**src/rtl/load_store_unit_pkg.sv**
```systemverilog
// Shared types for the load/store unit: one-hot op encoding, FSM states,
// access sizes, byte-strobe constants and op decode helpers.
package load_store_unit_pkg;

  typedef enum logic [15:0] {
    LUI   = 16'h0001,
    AUIPC = 16'h0002,
    JAL   = 16'h0004,
    JALR  = 16'h0008,
    BEQ   = 16'h0010,
    BNE   = 16'h0020,
    LB    = 16'h0040,
    LH    = 16'h0080,
    LW    = 16'h0100,
    LBU   = 16'h0200,
    LHU   = 16'h0400,
    SB    = 16'h0800,
    SH    = 16'h1000,
    SW    = 16'h2000,
    ADDI  = 16'h4000,
    ADD   = 16'h8000
  } InstructionSet;

  typedef enum logic [1:0] {IDLE, REQ, WAIT, DONE} LsuState;
  typedef enum logic [1:0] {BYTE, HALF, WORD} MemSize;

  localparam logic [3:0] STRB_BYTE = 4'b0001;
  localparam logic [3:0] STRB_HALF = 4'b0011;
  localparam logic [3:0] STRB_WORD = 4'b1111;

  typedef struct packed {
    logic   is_load;
    logic   is_store;
    MemSize size;
    logic   is_unsigned;
  } MemOp;

  function automatic MemOp decode_op(input InstructionSet op);
    MemOp m;
    m.is_load     = 1'b0;
    m.is_store    = 1'b0;
    m.size        = WORD;
    m.is_unsigned = 1'b0;
    case (op)
      LB:  begin m.is_load = 1'b1;  m.size = BYTE; end
      LBU: begin m.is_load = 1'b1;  m.size = BYTE; m.is_unsigned = 1'b1; end
      LH:  begin m.is_load = 1'b1;  m.size = HALF; end
      LHU: begin m.is_load = 1'b1;  m.size = HALF; m.is_unsigned = 1'b1; end
      LW:  m.is_load = 1'b1;
      SB:  begin m.is_store = 1'b1; m.size = BYTE; end
      SH:  begin m.is_store = 1'b1; m.size = HALF; end
      SW:  m.is_store = 1'b1;
      default: ;
    endcase
    return m;
  endfunction

  function automatic logic is_misaligned(input MemSize size, input logic [1:0] offset);
    return ((size == HALF) && offset[0]) || ((size == WORD) && (offset != 2'b00));
  endfunction

endpackage

```
**src/rtl/load_store_unit_lane_align.sv**
```systemverilog
// Combinational byte-lane steering: store replication/strobes and load
// extraction with sign or zero extension.
module lsu_lane_align
  import load_store_unit_pkg::*;
(
  input  MemSize      size,
  input  logic        is_unsigned,
  input  logic [1:0]  offset,
  input  logic [31:0] store_data,
  input  logic [31:0] rdata,
  output logic [3:0]  wstrb,
  output logic [31:0] wdata,
  output logic [31:0] load_data
);

  logic [7:0]  byte_sel;
  logic [15:0] half_sel;

  always_comb begin
    byte_sel  = rdata[{offset, 3'b000} +: 8];
    half_sel  = rdata[{offset[1], 4'b0000} +: 16];
    wstrb     = STRB_WORD;
    wdata     = store_data;
    load_data = rdata;
    case (size)
      BYTE: begin
        wstrb     = STRB_BYTE << offset;
        wdata     = {4{store_data[7:0]}};
        load_data = {{24{byte_sel[7] & ~is_unsigned}}, byte_sel};
      end
      HALF: begin
        wstrb     = STRB_HALF << {offset[1], 1'b0};
        wdata     = {2{store_data[15:0]}};
        load_data = {{16{half_sel[15] & ~is_unsigned}}, half_sel};
      end
      default: ;
    endcase
  end

endmodule

```
**src/rtl/load_store_unit.sv**
```systemverilog
// Load/store unit: one valid/ready memory transaction per start pulse.
// Build option: define LSU_MISALIGN_TRAP_EN to fault misaligned half/word accesses.
module load_store_unit
  import load_store_unit_pkg::*;
#(
  parameter int unsigned TIMEOUT = 255,
  parameter int unsigned CNT_W   = 8
) (
  input  logic          clk,
  input  logic          reset,
  input  logic          start,
  input  InstructionSet op,
  input  logic [31:0]   addr,
  input  logic [31:0]   store_data,
  output logic          busy,
  output logic          done,
  output logic [31:0]   load_data,
  output logic          fault,
  output logic          mem_req,
  output logic          mem_we,
  output logic [31:0]   mem_addr,
  output logic [31:0]   mem_wdata,
  output logic [3:0]    mem_wstrb,
  input  logic          mem_ready,
  input  logic          mem_rvalid,
  input  logic [31:0]   mem_rdata
);

  localparam logic [CNT_W-1:0] TO_LAST = (TIMEOUT == 0) ? '0 : CNT_W'(TIMEOUT - 1);

  LsuState          state_q, state_d;
  logic [CNT_W-1:0] cnt_q, cnt_d;
  MemOp             mop_q, mop_d;
  logic [1:0]       off_q, off_d;
  logic             busy_q, busy_d, done_q, done_d, fault_q, fault_d;
  logic [31:0]      load_data_q, load_data_d;
  logic             mem_req_q, mem_req_d, mem_we_q, mem_we_d;
  logic [31:0]      mem_addr_q, mem_addr_d, mem_wdata_q, mem_wdata_d;
  logic [3:0]       mem_wstrb_q, mem_wstrb_d;

  MemOp        mo_live;
  MemSize      sel_size;
  logic        sel_unsigned, misalign_hit, timeout_hit;
  logic [1:0]  sel_offset;
  logic [3:0]  al_wstrb;
  logic [31:0] al_wdata, al_load;

  // Lane logic sees the live request in IDLE (store setup) and the latched one afterwards (load capture).
  always_comb begin
    mo_live      = decode_op(op);
    sel_size     = (state_q == IDLE) ? mo_live.size : mop_q.size;
    sel_unsigned = (state_q == IDLE) ? mo_live.is_unsigned : mop_q.is_unsigned;
    sel_offset   = (state_q == IDLE) ? addr[1:0] : off_q;
`ifdef LSU_MISALIGN_TRAP_EN
    misalign_hit = (mo_live.is_load | mo_live.is_store) & is_misaligned(mo_live.size, addr[1:0]);
`else
    misalign_hit = 1'b0;
`endif
    timeout_hit  = (TIMEOUT != 0) && (cnt_q == TO_LAST);
  end

  lsu_lane_align u_align (
    .size       (sel_size),
    .is_unsigned(sel_unsigned),
    .offset     (sel_offset),
    .store_data (store_data),
    .rdata      (mem_rdata),
    .wstrb      (al_wstrb),
    .wdata      (al_wdata),
    .load_data  (al_load)
  );

  always_comb begin
    state_d     = state_q;
    cnt_d       = cnt_q;
    mop_d       = mop_q;
    off_d       = off_q;
    busy_d      = busy_q;
    done_d      = 1'b0;
    fault_d     = fault_q;
    load_data_d = load_data_q;
    mem_req_d   = mem_req_q;
    mem_we_d    = mem_we_q;
    mem_addr_d  = mem_addr_q;
    mem_wdata_d = mem_wdata_q;
    mem_wstrb_d = mem_wstrb_q;
    case (state_q)
      IDLE: if (start) begin
        mop_d  = mo_live;
        off_d  = addr[1:0];
        busy_d = 1'b1;
        if (!(mo_live.is_load || mo_live.is_store) || misalign_hit) begin
          state_d     = DONE;
          done_d      = 1'b1;
          fault_d     = misalign_hit;
          load_data_d = '0;
        end else begin
          state_d     = REQ;
          cnt_d       = '0;
          mem_req_d   = 1'b1;
          mem_we_d    = mo_live.is_store;
          mem_addr_d  = {addr[31:2], 2'b00};
          mem_wdata_d = mo_live.is_store ? al_wdata : '0;
          mem_wstrb_d = mo_live.is_store ? al_wstrb : '0;
        end
      end
      REQ: begin
        if (mem_ready) begin
          mem_req_d = 1'b0;
          if (mop_q.is_store || mem_rvalid) begin
            state_d = DONE;
            done_d  = 1'b1;
            fault_d = 1'b0;
            if (!mop_q.is_store) load_data_d = al_load;
          end else begin
            state_d = WAIT;
            cnt_d   = '0;
          end
        end else if (timeout_hit) begin
          mem_req_d   = 1'b0;
          state_d     = DONE;
          done_d      = 1'b1;
          fault_d     = 1'b1;
          load_data_d = '0;
        end else begin
          cnt_d = cnt_q + 1'b1;
        end
      end
      WAIT: begin
        if (mem_rvalid) begin
          state_d     = DONE;
          done_d      = 1'b1;
          fault_d     = 1'b0;
          load_data_d = al_load;
        end else if (timeout_hit) begin
          state_d     = DONE;
          done_d      = 1'b1;
          fault_d     = 1'b1;
          load_data_d = '0;
        end else begin
          cnt_d = cnt_q + 1'b1;
        end
      end
      default: begin
        state_d = IDLE;
        busy_d  = 1'b0;
        cnt_d   = '0;
      end
    endcase
  end

  always_ff @(posedge clk) begin
    if (reset) begin
      state_q     <= IDLE;
      cnt_q       <= '0;
      mop_q       <= '0;
      off_q       <= '0;
      busy_q      <= 1'b0;
      done_q      <= 1'b0;
      fault_q     <= 1'b0;
      load_data_q <= '0;
      mem_req_q   <= 1'b0;
      mem_we_q    <= 1'b0;
      mem_addr_q  <= '0;
      mem_wdata_q <= '0;
      mem_wstrb_q <= '0;
    end else begin
      state_q     <= state_d;
      cnt_q       <= cnt_d;
      mop_q       <= mop_d;
      off_q       <= off_d;
      busy_q      <= busy_d;
      done_q      <= done_d;
      fault_q     <= fault_d;
      load_data_q <= load_data_d;
      mem_req_q   <= mem_req_d;
      mem_we_q    <= mem_we_d;
      mem_addr_q  <= mem_addr_d;
      mem_wdata_q <= mem_wdata_d;
      mem_wstrb_q <= mem_wstrb_d;
    end
  end

  assign busy      = busy_q;
  assign done      = done_q;
  assign fault     = fault_q;
  assign load_data = load_data_q;
  assign mem_req   = mem_req_q;
  assign mem_we    = mem_we_q;
  assign mem_addr  = mem_addr_q;
  assign mem_wdata = mem_wdata_q;
  assign mem_wstrb = mem_wstrb_q;

endmodule

```
**config.mk**
```make
export PLATFORM = sky130hd
export DESIGN_NAME = load_store_unit
export DESIGN_NICKNAME = d
export VERILOG_FILES = /design/src/rtl/load_store_unit_pkg.sv /design/src/rtl/load_store_unit_lane_align.sv /design/src/rtl/load_store_unit.sv
export SDC_FILE = /design/constraint.sdc
export NUM_CORES = 1
export LEC_CHECK = 0
export ABC_AREA = 1
export BUFFER_PORTS_ARGS = -buffer_cell sky130_fd_sc_hd__clkbuf_2
export CORE_UTILIZATION = 45
export DETAILED_ROUTE_END_ITERATION = 10
export MAX_ROUTING_LAYER = met4
export PLACE_DENSITY = 0.79
export SETUP_SLACK_MARGIN = 0.15
export SLEW_MARGIN = 20
export SYNTH_ARGS = -nofsm -noshare
export SYNTH_HDL_FRONTEND = slang
export SYNTH_HIERARCHICAL = 1
export SYNTH_SLANG_ARGS = --single-unit
```
**constraint.sdc**
```tcl
create_clock -name clk -period 3.6 [get_ports clk]
set_clock_uncertainty 0.15 [all_clocks]
set_input_delay 0.72 -clock clk [delete_from_list [all_inputs] [get_ports clk]]
set_output_delay 0.72 -clock clk [all_outputs]
set_load 0.05 [all_outputs]
```
# == Word-level counts from Yosys, hierarchy flattened ==
# Index checks and enable logic that the tools add are counted.
# word_totals
register_bits,119
latch_bits,0
ramBits,0
rom_bits,0
in_bits,117
output_inout_bits,105
memories,0
# op_classes
addsub,1
multipliers,0
n_div,0
order_cmp,0
eq_ne,20
n_shift,4
muxes,55
bitwise_logic,4
reduce_logical,19
# ops
cell,n
two-way mux 32 bit,8
case mux 32 bit (2 select lines),2
case mux 32 bit (3 select lines),1
two-way mux 8 bit,6
indexed part select 32 x 6 -> 16 bit,1
indexed part select 32 x 6 -> 8 bit,1
case mux 8 bit (3 select lines),1
two-way mux 1 bit,22
== test 16 x 10 -> 1 bit (second input constant),1
== test 16 x 11 -> 1 bit (second input constant),1
== test 16 x 12 -> 1 bit (second input constant),1
== test 16 x 13 -> 1 bit (second input constant),1
== test 16 x 14 -> 1 bit (second input constant),1
== test 16 x 7 -> 1 bit (second input constant),1
== test 16 x 8 -> 1 bit (second input constant),1
== test 16 x 9 -> 1 bit (second input constant),1
two-way mux 2 bit,7
!= test 3 bit (second input constant),4
AND reduction 4 bit,3
OR reduction 3 bit,3
adder 8 x 1 -> 8 bit (second input constant),1
== test 8 bit (second input constant),1
case mux 4 bit (2 select lines),1
!= test 2 bit (second input constant),3
other kinds (21),30

# == Logic depth before layout (Yosys ltp) ==
# depth
word_depth,11
depth_mapped,24
mapped_depth_nobuf,23

# == Cells and area by module ==
# The synthesis kept the hierarchy.
# modules_own_cells
module,n_inst,cells_per_inst,area_each_um2,seq_area_each_um2
load_store_unit,1,1027,6536.3,2382.3
lsu_lane_align,1,231,1158.6,0.0

# == Worst setup path after synthesis ==
# Ideal clock, no wire load.
# synth_path
path_kind,input to register
from,input op[3]
to,register load_data_q[0] (netlist: load_data[0])
setup_ps,110
arrival_time_ps,2804
slack_ps,536
stages,21
n_path_buf,1
path_cell_list,nor2_1 -> nand2_2 -> nor2_4 -> buf_6 -> nand3_1 -> nand3_1 -> nor2_1 -> a21oi_1 -> nand2_4 -> inv_4 -> nand2_4 -> nand2_4 -> nand2_4 -> nand2_1 -> nand3_1 -> nand2_1 -> nand3_1 -> o21ai_0 -> nand4_1 -> nand2_1 -> nor2_1
# synth_via
elab_chain_cells,10
word_cells_on_any_way,27
classes_between,eq/ne: 10; mux: 10; reduce/logical: 7
# synth_lines
item,line_no,source
"start, declared",load_store_unit.sv:12,"input InstructionSet op,"
"== test 16 x 13 -> 1 bit, or another cell as far along",load_store_unit_pkg.sv:44,case (op)
OR reduction 3 bit (no source line),--,
case mux 2 bit (2 select lines) (*),load_store_unit_pkg.sv:44,
two-way mux 2 bit (*),load_store_unit.sv:51,sel_size = (state_q == IDLE) ? mo_live.size : mop_q.size;
via sel_size[0],load_store_unit.sv:42,MemSize sel_size;
== test 2 x 1 -> 1 bit / logical NOT 2 bit (equally long branches),load_store_unit_lane_align.sv:25,case (size)
case mux 32 bit (2 select lines) (*),load_store_unit_lane_align.sv:25,
via al_load[0],load_store_unit.sv:46,"logic [31:0] al_wdata, al_load;"
two-way mux 32 bit,load_store_unit.sv:114,if (!mop_q.is_store) load_data_d = al_load;
two-way mux 32 bit,load_store_unit.sv:110,if (mop_q.is_store || mem_rvalid) begin
two-way mux 32 bit,load_store_unit.sv:108,if (mem_ready) begin
case mux 32 bit (3 select lines) (*),load_store_unit.sv:87,case (state_q)
"end signal, assigned",load_store_unit.sv:175,load_data_q <= load_data_d;
"end, declared",load_store_unit.sv:36,"logic [31:0] load_data_q, load_data_d;"
# Mark *: on every way through the listed nets, which the timed path passes. The rest lies on a longest branch. The select of a mux whose other input is x is not followed.
# A chain may end at the register's enable or synchronous reset.

# == Worst setup path in the final report ==
# layout_path
from,register state_q[0]
to,register load_data_q[30] (netlist: load_data[30])
# layout_via
elab_chain_cells,9
word_cells_on_any_way,25
classes_between,eq/ne: 7; shift: 2; mux: 9; bitwise: 3; reduce/logical: 4
# layout_lines
item,line_no,source
"start, declared",load_store_unit.sv:31,"LsuState state_q, state_d;"
"start signal, assigned",load_store_unit.sv:168,state_q <= state_d;
logical NOT 2 bit (*),load_store_unit.sv:53,sel_offset = (state_q == IDLE) ? addr[1:0] : off_q;
two-way mux 2 bit (*),load_store_unit.sv:53,
via sel_offset[0],load_store_unit.sv:44,logic [1:0] sel_offset;
indexed part select 32 x 6 -> 8 bit (*),load_store_unit_lane_align.sv:20,"byte_sel = rdata[{offset, 3'b000} +: 8];"
bitwise AND 1 bit (*),load_store_unit_lane_align.sv:29,"load_data = {{24{byte_sel[7] & ~is_unsigned}}, byte_sel};"
case mux 32 bit (2 select lines) (*),load_store_unit_lane_align.sv:25,
via al_load[30],load_store_unit.sv:46,
two-way mux 32 bit,load_store_unit.sv:114,
two-way mux 32 bit,load_store_unit.sv:110,
two-way mux 32 bit,load_store_unit.sv:108,
case mux 32 bit (3 select lines) (*),load_store_unit.sv:87,
# Marks and branches as above.

==> metrics.log <==
[metrics] leftover overflow at the end of global routing: 0
[metrics] count of input and output buffers: 219
[metrics] highest net fanout along the worst path: 24
[metrics] total of max-cap violations: 0
[metrics] WP data arrival: 3.18 ns
[metrics] CTS tree: yes
[metrics] master cell of the clock root buffer: clkbuf_16
[metrics] endpoint kind of the worst setup timing path: flip-flop
[metrics] unique cell type count in the Yosys netlist: 35
[metrics] Final TNS setup: 0 ns
[metrics] H-tree levels: 4
[metrics] Post-synth EDFFs: 0
[metrics] total number of clock tree sinks: 119
[metrics] post-synth design cell area: 0.00769 mm2
[metrics] post-synthesis cell count: 1258
[metrics] synth-to-layout area growth: 21.2%
[metrics] vias per cell: 5.32
[metrics] startpoint class of the critical path: flip-flop
[metrics] length of the first detailed-routing pass in iterations: 6
[metrics] # hold bufs at CTS: 0
[metrics] Yosys Warn Count: 6
[metrics] Worst-Margin Slew: 0.820 ns
[metrics] via count: 8846
[metrics] leading cell types by total area after synthesis: dfxtp_1 31%, nand2_1 22%, nand3_1 8.1%, a21oi_1 6.1%, nand4_1 5.4%
[metrics] proportion of layout cells with a drive suffix above 1: 24.7%
[metrics] endpoint of the worst hold path: mem_req$_SDFFE_PP0P_
[metrics] worst reg-to-reg path cell count: 16
[metrics] number of global-route vias before repair: 8034
[metrics] number of cells traversed by the worst hold path: 2
[metrics] unrepaired setup endpoints after global routing: no
[metrics] launching point of the worst reg2reg path: state_q[0]$_SDFFE_PP0N_
[metrics] post-DP HPWL: 16.7 mm
[metrics] Pins Over Slew Limit: 0
[metrics] Die ar.: 0.0176 mm2
[metrics] number of CTS-inserted buffers: 17
[metrics] setup slack of the most critical reg-to-reg path: 0.62 ns
[metrics] Max Root-Sink Buffers: 2
[metrics] Antenna diodes: 0
[metrics] required time of the worst setup path: 3.80 ns
[metrics] final non-filler cell area: 0.00933 mm2
[metrics] remaining routing DRC violations: 0
[metrics] top cell type's share of synthesized area: 31.0%
[metrics] first-pass GRT wire length: 39.0 mm
[metrics] worst-case vdd ir drop: 0.437 mV
[metrics] run status: completed
[metrics] iteration-0 DRC count of the detailed router: 764
[metrics] I/O pin total: 222
[metrics] type of the worst setup path: flip-flop to flip-flop
[metrics] leakage power: 4.58 nW
[metrics] clock transition at the register clock pins on the worst setup and hold paths after CTS: 0.06 ns
[metrics] final total power: 6.92 mW
[metrics] cell taking the most area after synthesis: dfxtp_1
[metrics] Synth Register Bits: 119
[metrics] worst path setup slack after routing: 0.623 ns
[metrics] effective utilization at floorplan: 46.2%
[metrics] Fin Hold WS: 0.300 ns
[metrics] slew margin rel.: 45.3%
[metrics] initial antenna violation count: 0
[metrics] placer's final routability congestion estimate: 0.880
[metrics] Final Routed Wirelength: 24.0 mm
[metrics] Hold Vio Cnt, Final: 0
[metrics] floorplan die height: 133 um
[metrics] area of the core: 0.0166 mm2
[metrics] most used flip-flop cell after synthesis: dfxtp_1
[metrics] Final min period: 2.98 ns
[metrics] standard-cell rows: 47
[metrics] count of antenna-violating nets left after detailed routing: 0
[metrics] asr flop ratio synth: 0%
[metrics] drt wl/cell: 14.4 um
[metrics] maximum frequency from static timing analysis: 336 MHz
[metrics] Placement Cell Area: 0.00873 mm2
[metrics] HP Class: flip-flop to flip-flop
[metrics] share of the cycle needed by the critical path after routing: 82.7%
[metrics] layout net count: 1555
[metrics] source-to-sink clock delay at the later pin of the worst-skew pair: 0.42 ns
[metrics] worst flop-to-flop path endpoint: load_data[30]$_SDFFE_PP0P_
[metrics] maximum number of pins on one net before global-route repair: 78
[metrics] x dimension of the die: 133 um
[metrics] start point of the worst min-delay path: mem_req$_SDFFE_PP0P_
[metrics] global routing usage summed across all routing layers: 28.3%
[metrics] PwrDens: 742 mW/mm2
[metrics] part of the Yosys area used for sequential elements: 31.0%
[metrics] dpl ws: 0.265 ns
[metrics] number of fill cells: 1632
[metrics] Final setup violation count: 0
[metrics] post-synthesis area per instance: 6.12 um2
cell usage in the layout, fill, tap and decap left out, types with 3 or more instances in the layout:
master and n:
a21oi_1 94, buf_4 19, clkbuf_16 17, clkbuf_2 219, clkinv_8 3, dfxtp_1 119, ha_1 6, inv_1 93
inv_2 32, inv_6 5, inv_8 8, nand2_1 456, nand2_2 20, nand2_4 5, nand3_1 124, nand3_2 9
nand3_4 3, nand4_1 66, nor2_1 71, nor2_2 6, nor2_4 3, nor3_1 7, o211ai_1 5, o21ai_0 27
o22ai_1 7
worst max-delay path, stage by stage, from the launching register on:
cell	delay (ns)
dfxtp_1	0.34
inv_1	0.14
ha_2	0.39
nand2_1	0.12
o21ai_1	0.35
nand2_1	0.11
nand2_1	0.10
nand2_1	0.06
nand2_2	0.10
nand3_4	0.27
nand3_1	0.17
inv_1	0.06
o22ai_1	0.15
o21ai_0	0.11
nand4_1	0.11
nand2_1	0.06
nor2_1	0.10
routing by layer:
layer	wire length, um	up-vias	global-route usage (%)
met5	0	-	-
met4	724	0	12.2
met3	2170	63	5.56
met2	11300	462	45.4
met1	9770	3941	34.5
li1	-	4380	-
worst max-delay path by stage:
stage / start / to / slack [ns]
floorplan: op[3] / load_data[0]$_SDFFE_PP0P_ / 0.54
global placement: op[11] / load_data[2]$_SDFFE_PP0P_ / 0.32
detailed placement: op[5] / load_data[0]$_SDFFE_PP0P_ / 0.26
CTS: state_q[0]$_SDFFE_PP0N_ / load_data[30]$_SDFFE_PP0P_ / 0.48
global route: state_q[0]$_SDFFE_PP0N_ / load_data[29]$_SDFFE_PP0P_ / 0.31
finish: state_q[0]$_SDFFE_PP0N_ / load_data[30]$_SDFFE_PP0P_ / 0.62
state kept, by name (all words and copies together), names as in the netlist:
register   cells
done           1
busy           1
mem_wstrb      4
cnt_q          8
mem_wdata     32
fault          1
mem_req        1
mem_we         1
off_q          2
mem_addr      30
mop_q          4
state_q        2
load_data     32
power breakdown:
group / switching, mW / internal [mW] / total, mW
Combinational: 2.51 / 0.975 / 3.48
Sequential: 0.200 / 1.53 / 1.73
Clock: 0.774 / 0.939 / 1.71
Total: 3.48 / 3.44 / 6.92
metrics by stage:
stage,util [%],std cells
floorplan,-,1259
global placement,52.4,1632
detailed placement,52.4,1632
CTS,56.0,1664
global route,56.0,1664
finish,56.0,1664
cell usage after synthesis (3+ instances only):
master,number
nand3_4,3
a21oi_1,94
nor3_1,7
nor2_2,6
nand2_4,5
buf_2,15
buf_1,5
buf_4,18
nand3_1,124
ha_1,7
inv_2,32
nand4_1,66
nor2_4,3
inv_1,93
nor2_1,71
o22ai_1,7
nand3_2,9
o211ai_1,5
nand2_1,456
buf_6,12
nand2_2,20
clkbuf_1,35
dfxtp_1,119
o21ai_0,30
what timing repair did:
item / CTS / global route
gates resized for setup: 0 / 1
hold endpoints to repair: 0 / 0
endpoints found under the setup margin: 0 / 4
buffers inserted: 0 / 0
logic make-up (layout without fill, tap and decap cells):
group           count (synthesis)  in the layout  synth area share [%]
compound gates                141            141                  9.63
xor+xnor                        2              2                 0.228
fa+ha+maj                       7              7                  1.14
buf+inv                       215            400                  13.0
flops                         119            119                  31.0
other cells                     1              2                0.0487
simple gates                  773            773                  45.0
area by class of cell:
class / count / area (um2) / share of cell area [%]
Inverter: 130 / 505 / 5.42
Clock inverter: 15 / 170 / 1.82
Timing Repair Buffer: 238 / 1240 / 13.3
Tap cell: 220 / 275 / 2.95
Clock buffer: 17 / 425 / 4.56
Sequential cell: 119 / 2380 / 25.5
Multi-Input combinational cell: 925 / 4330 / 46.4
Power figures use the tool's default switching activity.
